--- config.mk ---
export PLATFORM = sky130hd
export DESIGN_NAME = pll_reset_ctrl
export DESIGN_NICKNAME = d
export VERILOG_FILES = /design/src/rtl/pll_reset_ctrl.sv
export SDC_FILE = /design/constraint.sdc
export NUM_CORES = 1
export LEC_CHECK = 0
export ABC_AREA = 1
export ABC_CLOCK_PERIOD_IN_PS = 1900
export CAP_MARGIN = 40
export CORE_UTILIZATION = 45
export CTS_CLUSTER_SIZE = 16
export DETAILED_ROUTE_END_ITERATION = 16
export PLACE_DENSITY_LB_ADDON = 0.2
export SLEW_MARGIN = 25
export SYNTH_ARGS = -nofsm -noshare
export SYNTH_HDL_FRONTEND = slang
export SYNTH_SLANG_ARGS = --single-unit
--- constraint.sdc ---
create_clock -name clk_50mhz -period 1.9 [get_ports clk_50mhz]
set_clock_uncertainty 0.05 [all_clocks]
set_input_delay 0.19 -clock clk_50mhz [delete_from_list [all_inputs] [get_ports clk_50mhz]]
set_output_delay 0.19 -clock clk_50mhz [all_outputs]
set_load 0.01 [all_outputs]
--- src/rtl/pll_reset_ctrl.sv ---
// PLL reset sequencer on the 50 MHz reference clock: pulses the PLL reset, waits for a
// stable lock, then releases the system reset; retries on timeout or loss of lock.
module pll_reset_ctrl #(
  parameter int unsigned RST_PULSE_CYCLES    = 16,
  parameter int unsigned LOCK_STABLE_CYCLES  = 1024,
  parameter int unsigned LOCK_TIMEOUT_CYCLES = 65536
) (
  input  logic       clk_50mhz,
  input  logic       reset_N,
  input  logic       pll_locked,
  input  logic       soft_relock,
  output logic       pll_rst,
  output logic       sys_reset_N,
  output logic       lock_lost,
  output logic [3:0] retry_cnt,
  output logic [1:0] ctrl_state
);

  localparam int unsigned CNT_W = $clog2(LOCK_TIMEOUT_CYCLES) + 1;
  localparam logic [CNT_W-1:0] RST_LAST     = CNT_W'(RST_PULSE_CYCLES - 1);
  localparam logic [CNT_W-1:0] STABLE_LAST  = CNT_W'(LOCK_STABLE_CYCLES - 1);
  localparam logic [CNT_W-1:0] TIMEOUT_LAST = CNT_W'(LOCK_TIMEOUT_CYCLES - 1);

  typedef enum logic [1:0] {
    RESET_PLL = 2'b00,
    WAIT_LOCK = 2'b01,
    STABILIZE = 2'b10,
    RUN       = 2'b11
  } state_t;

  state_t           state_q, state_d;
  logic [CNT_W-1:0] cnt_q, cnt_d;
  logic [3:0]       retry_q, retry_d;
  logic             lock_meta_q, lock_meta_d;
  logic             lock_s_q, lock_s_d;
  logic             pll_rst_q, pll_rst_d;
  logic             sys_rst_n_q, sys_rst_n_d;
  logic             lock_lost_q, lock_lost_d;
  logic             retry_inc;

  always_ff @(posedge clk_50mhz or negedge reset_N) begin
    if (!reset_N) begin
      state_q     <= RESET_PLL;
      cnt_q       <= '0;
      retry_q     <= '0;
      lock_meta_q <= 1'b0;
      lock_s_q    <= 1'b0;
      pll_rst_q   <= 1'b1;
      sys_rst_n_q <= 1'b0;
      lock_lost_q <= 1'b0;
    end else begin
      state_q     <= state_d;
      cnt_q       <= cnt_d;
      retry_q     <= retry_d;
      lock_meta_q <= lock_meta_d;
      lock_s_q    <= lock_s_d;
      pll_rst_q   <= pll_rst_d;
      sys_rst_n_q <= sys_rst_n_d;
      lock_lost_q <= lock_lost_d;
    end
  end

  // One shared counter: pulse length, lock timeout and stable-lock run all reuse it.
  always_comb begin
    lock_meta_d = pll_locked;
    lock_s_d    = lock_meta_q;
    state_d     = state_q;
    cnt_d       = cnt_q + CNT_W'(1);
    lock_lost_d = 1'b0;
    retry_inc   = 1'b0;

    case (state_q)
      RESET_PLL: begin
        if (cnt_q == RST_LAST) begin
          state_d = WAIT_LOCK;
          cnt_d   = '0;
        end
      end
      WAIT_LOCK: begin
        if (lock_s_q) begin
          state_d = STABILIZE;
          cnt_d   = '0;
        end else if (cnt_q == TIMEOUT_LAST) begin
          state_d   = RESET_PLL;
          cnt_d     = '0;
          retry_inc = 1'b1;
        end
      end
      STABILIZE: begin
        if (!lock_s_q) begin
          state_d = WAIT_LOCK;
          cnt_d   = '0;
        end else if (cnt_q == STABLE_LAST) begin
          state_d = RUN;
          cnt_d   = '0;
        end
      end
      default: begin
        cnt_d = '0;
        // Lock loss wins over a simultaneous soft re-lock request.
        if (!lock_s_q) begin
          state_d     = RESET_PLL;
          lock_lost_d = 1'b1;
          retry_inc   = 1'b1;
        end else if (soft_relock) begin
          state_d = RESET_PLL;
        end
      end
    endcase

    retry_d = (retry_inc && (retry_q != 4'hF)) ? retry_q + 4'd1 : retry_q;

    // Registered from next state so both resets change on the transition edge.
    pll_rst_d   = (state_d == RESET_PLL);
    sys_rst_n_d = (state_d == RUN);
  end

  assign pll_rst     = pll_rst_q;
  assign sys_reset_N = sys_rst_n_q;
  assign lock_lost   = lock_lost_q;
  assign retry_cnt   = retry_q;
  assign ctrl_state  = state_q;

endmodule
-- Word-level counts from Yosys, hierarchy flattened
Index checks and enable logic that the tools add are counted.
- add/sub/neg operators: 2
- equality and inequality tests: 7
- mux-type cells: 19
- reduce and logical (&&, ||, !) cells: 5
- operators by type and width (kind ; number):
    two-way mux 17 bit ; 5
    case mux 17 bit (3 select lines) ; 1
    adder 17 x 1 -> 17 bit, second input constant ; 1
    == test 17 x 10 -> 1 bit, second input constant ; 1
    == test 17 x 16 -> 1 bit, second input constant ; 1
    == test 17 x 4 -> 1 bit, second input constant ; 1
    two-way mux 2 bit ; 7
    case mux 2 bit (3 select lines) ; 1
    adder 4 x 1 -> 4 bit, second input constant ; 1
    == test 2 bit, second input constant ; 2
    logical NOT 2 bit ; 2
    two-way mux 1 bit ; 4
    != test 4 bit, second input constant ; 1
    OR reduction 3 bit ; 1
    == test 2 x 1 -> 1 bit, second input constant ; 1
    case mux 1 bit (2 select lines) ; 1
    OR reduction 2 bit ; 1
    logical AND 1 bit ; 1
- register bits: 28
- output and inout bits: 9
- word-level logic and storage cells: 41

-- Longest topological paths before layout
Gate-level depths: netlist of run 1.
- depth after elaboration: 5
- mapped depth: 18

-- Worst setup path before layout of run 1
OpenSTA, ideal clock, no wires.
- path type: flip-flop to flip-flop
- start: reg cnt_q[0]
- end: reg cnt_q[7]
- setup time: 0.071 ns
- arrival time: 1.970 ns
- required time: 1.779 ns
- slack: -0.191 ns
- cell stages (with the launch flop): 16
- path buffers: 0
- period minus slack after synthesis: 2.091 ns
- cells stage by stage: dfrtp_1 -> ha_1 -> nand2_2 -> nor2_4 -> nand2_4 -> inv_1 -> nand3_1 -> inv_1 -> nand2_1 -> nor3_2 -> ha_1 -> or2_1 -> nor3_1 -> nand3b_4 -> inv_4 -> nor2_1
- word-level cells in the longest chain between the ends: 4
- elaborated cells on any way between the ends: 10
- classes of those cells: add/sub: 1; eq/ne: 3; mux: 6
- ends and longest elaborated chain (item ; line ; text):
    start: declaration ; 32 ; logic [CNT_W-1:0] cnt_q, cnt_d;
    start signal: assignment ; 53 ; cnt_q <= cnt_d;
    adder 17 x 1 -> 17 bit, or another cell as far along ; 68 ; cnt_d = cnt_q + CNT_W'(1);
    two-way mux 17 bit (on tied branches) ; 93, 83 ;
    two-way mux 17 bit (on tied branches) ; 90, 80 ;
    case mux 17 bit (3 select lines) (*) ; 72 ; case (state_q)
    net cnt_d[7] ; 32 ;
Mark *: on every way through the listed nets, which the timed path passes. The rest lies on a longest branch.
A chain may end at the register's enable or synchronous reset.

-- Final worst setup path of run 1
- start: reg cnt_q[0]
- end: reg cnt_q[14]
The elaborated chain is that of the path after synthesis.

==> summary.md, run 1 <==
| Metric | Value |
|---|---|
| Final GP Congestion | `0.869` |
| Global Route Usage Sum | `0.214` |
| 1st-iter DRT viols | `43` |
| Startpoint types | `flop` |
| WL/cell | `12.0 um` |
| Critical R2R Launch | `cnt_q[0]` |
| Slew headroom | `0.735` |
| P_leak | `1.06 nW` |
| Stages on worst setup path | `16` |
| Clock transition at path regs | `0.15 ns` |
| Worst-path cell chain | `ha_2 -> nand2_2 -> nor2_4 -> nand2_4 -> inv_2 -> nand3_2 -> inv_2 -> nand2_4 -> nor3_4 -> ha_2 -> or2_4 -> nor3_4 -> buf_4 -> nand3b_4 -> nand2_2 -> inv_1` |
| Die width | `slightly below 60 um` |
| Sink Count | `28` |
| CTS tree | `built` |
| Register area share after synthesis | `0.471` |
| Later-pin clock latency in the skew report | `0.34 ns` |
| Violated checks | `setup timing` |
| Via density | `between 4 and 5` |
| Root buf cell | `clkbuf_4` |
| Die H | `59.6 um` |
| Final global-route overflow total | `0` |
| DR pass1 iterations | `4` |
| Max_cap viols | `0` |
| Synth cell types | `26` |
| Crit path kind | `flop to flop` |
| Design Power | `2.01 mW` |
| Sequential Area | `702 sq um` |
| Final worst path period share | `1.15` |
| CP max-delay cell | `dfrtp_1` |
| IO buf count | `12` |
| Ant diodes | `0` |
| Synth area leaders | `dfrtp_1, inv_1, nand2_1` |
| Largest net degree at the start of global routing | `29` |
| Total CTS buffers | `3` |
| Peak supply drop | `0.000678 V` |
| Bufs and invs on worst path | `4` |
| Post-Syn Area | `1490 sq um` |
| Min-Delay Path Class | `input pin to asynchronous set/reset pin` |
| Final hold vios | `0` |
| Result of the run | `finished with violations` |
| Layout overhead on the synthesized area | `36.2%` |
| Slew Limit Fails | `0` |
| Crit path from | `cnt_q[0]` |
| Area of the multi-input gates | `774 sq um` |
| Unrepaired setup endpoints after global routing | `yes` |
| Mapped Avg Cell Area | `8.11 sq um` |
| Post-DP HPWL | `2.15 mm` |
| # setup viols final | `23` |
| Pwr dens | `991 nW/um^2` |
| Synth Net Count | `192` |
| Via count | `between 1000 and 1500` |
| Max frequency | `459 MHz` |
| Core Footprint | `3100 sq um` |
| WP data required | `2.11 ns` |
| Rows | `20` |
| Crit path max fanout | `4` |
| Clock tree buffer depth | `2` |
| H-tree depth | `1` |
| DRC | `0` |
| Die Area | `3550 sq um` |
| Share of cells above drive strength 1 | `0.320` |
| Area leader, netlist | `dfrtp_1` |
| Synth top area share | `0.453` |
| Cells on worst reg2reg path | `16` |
| Antenna-violating nets left | `0` |
| Starting density of the core | `0.481` |
| Placed insts | `254` |
| YS warnings | `0` |
| Initial antenna violation count | `0` |
| Cell family with most CP delay | `simple AND/OR/NAND/NOR gates` |
| Final #Nets | `approximately 230` |
| Fin worst setup slack | `-0.277 ns` |
| Flops & latches, synth | `28` |
| Final min period | `2.18 ns` |
| Syn Inst Count | `184` |
| Critical path's largest stage delay | `roughly 0.39 ns` |
| Fin cells | `269` |
| Worst Setup End Kind | `flop` |
| Least-Margin Pin Slew | `just under 0.4 ns` |
| WP data arrival | `2.38 ns` |
| Vias in the first global route | `1252` |
| Post-Route WL | `3.23 mm` |
| Number of fill cells | `roughly 270` |
| Post-CTS Hold Buffers | `0` |
| First-pass GRT wire length | `5.64 mm` |
| IO Pins | `13` |
[path summary, 6_finish.rpt]
check	end	slack, ns
max	cnt_q[14]	-0.28
min	cnt_q[10]	0.15
max reg2reg	cnt_q[14]	-0.28
min reg2reg	lock_s_q	0.32
max in group asynchronous	pll_rst	1.34
min in group clk_50mhz	lock_meta_q	0.22
[cells in the mapped netlist, drive strengths merged]
cell type and number:
a21oi 3, dfrtp 27, dfstp 1, ha 4, inv 38, nand2 39
nand2b 1, nand3 10, nand3b 2, nand4 1, nor2 36, nor3 3
nor4 1, o211ai 1, o21ai 3, or2 1, xnor2 6, xor2 7
[cell families after synthesis]
family	after synthesis	share of synthesized area
xor+xnor	13	0.0763
flops	28	0.471
fa+ha+maj	4	0.0336
buf+inv	38	0.0973
compound gates	7	0.0252
simple gates	94	0.297
[report_power, final]
group,internal [mW],leakage (nW),switching (mW)
Sequential,0.695,0.374,0.0715
Clock,0.214,0.0279,0.181
Combinational,0.386,0.660,0.464
Total,1.29,1.06,0.717
[area by class of cell]
cell class | count | share of cell area
clock buffer | 3 | 0.0111
clock inverter | 1 | 0.0148
inverter | 38 | 0.0727
multi-input combinational | 119 | 0.381
sequential | 28 | 0.346
tap | 44 | 0.0271
timing repair buffer | 35 | 0.144
timing repair inverter | 1 | 0.00308
[per-stage QoR]
stage,worst slack (ns),hold slack (ns),setup TNS [ns],util,cell area (sq um)
after detailed placement,-0.224,0.294,-3.88,0.579,1800
after floorplan,-0.0937,-0.156,-1.49,-,1520
after CTS,-0.210,0.152,-4.39,0.633,1970
after global placement,-0.135,0.289,-2.22,0.579,1800
final,-0.277,0.152,-5.41,0.654,2030
after global routing,-0.435,0.173,-8.99,0.654,2030
[state kept, by name (all words and copies together) (netlist names)]
| name | cells |
|---|---|
| cnt_q | 17 |
| ctrl_state | 2 |
| lock_lost | 1 |
| lock_meta_q | 1 |
| lock_s_q | 1 |
| pll_rst | 1 |
| retry_cnt | 4 |
| sys_reset_N | 1 |
[metal layers]
metal | track usage | vias up | wire length, um
met5 | 0 | - | 0
met4 | 0.0631 | 0 | 48
met3 | 0.0502 | 6 | 83
met2 | 0.350 | 12 | 1630
met1 | 0.282 | 607 | 1470
li1 | - | 637 | -
[cells in the final DEF (no fill, tap or decap), types with 3 or more instances in the layout]
master and instances:
inv_1 30, nand2_1 29, dfrtp_1 27, nor2_1 25, buf_4 23, clkdlybuf4s50_1 12, nor2_2 9, nand2_2 8
inv_2 7, xor2_1 7, nand3_1 6, xnor2_1 6, nand3_2 4, clkbuf_4 3
[what timing repair did]
action	in CTS	in global routing
buffers inserted	9	4
setup endpoints to repair	23	24
gates resized for setup	9	23
pin swaps	4	3
cloned	2	0
No activity file was read; power rests on OpenSTA's default activity.
==> run 2, diff against run 1 <==
--- a/config.mk
+++ b/config.mk
@@ -7,7 +7,7 @@
 export LEC_CHECK = 0
 export ABC_AREA = 1
 export ABC_CLOCK_PERIOD_IN_PS = 1900
-export CAP_MARGIN = 40
+export CAP_MARGIN = 10
 export CORE_UTILIZATION = 45
 export CTS_CLUSTER_SIZE = 16
 export DETAILED_ROUTE_END_ITERATION = 16
==> results of run 2 <==
The final DEF is identical to that of run 1; final timing and power are the same.
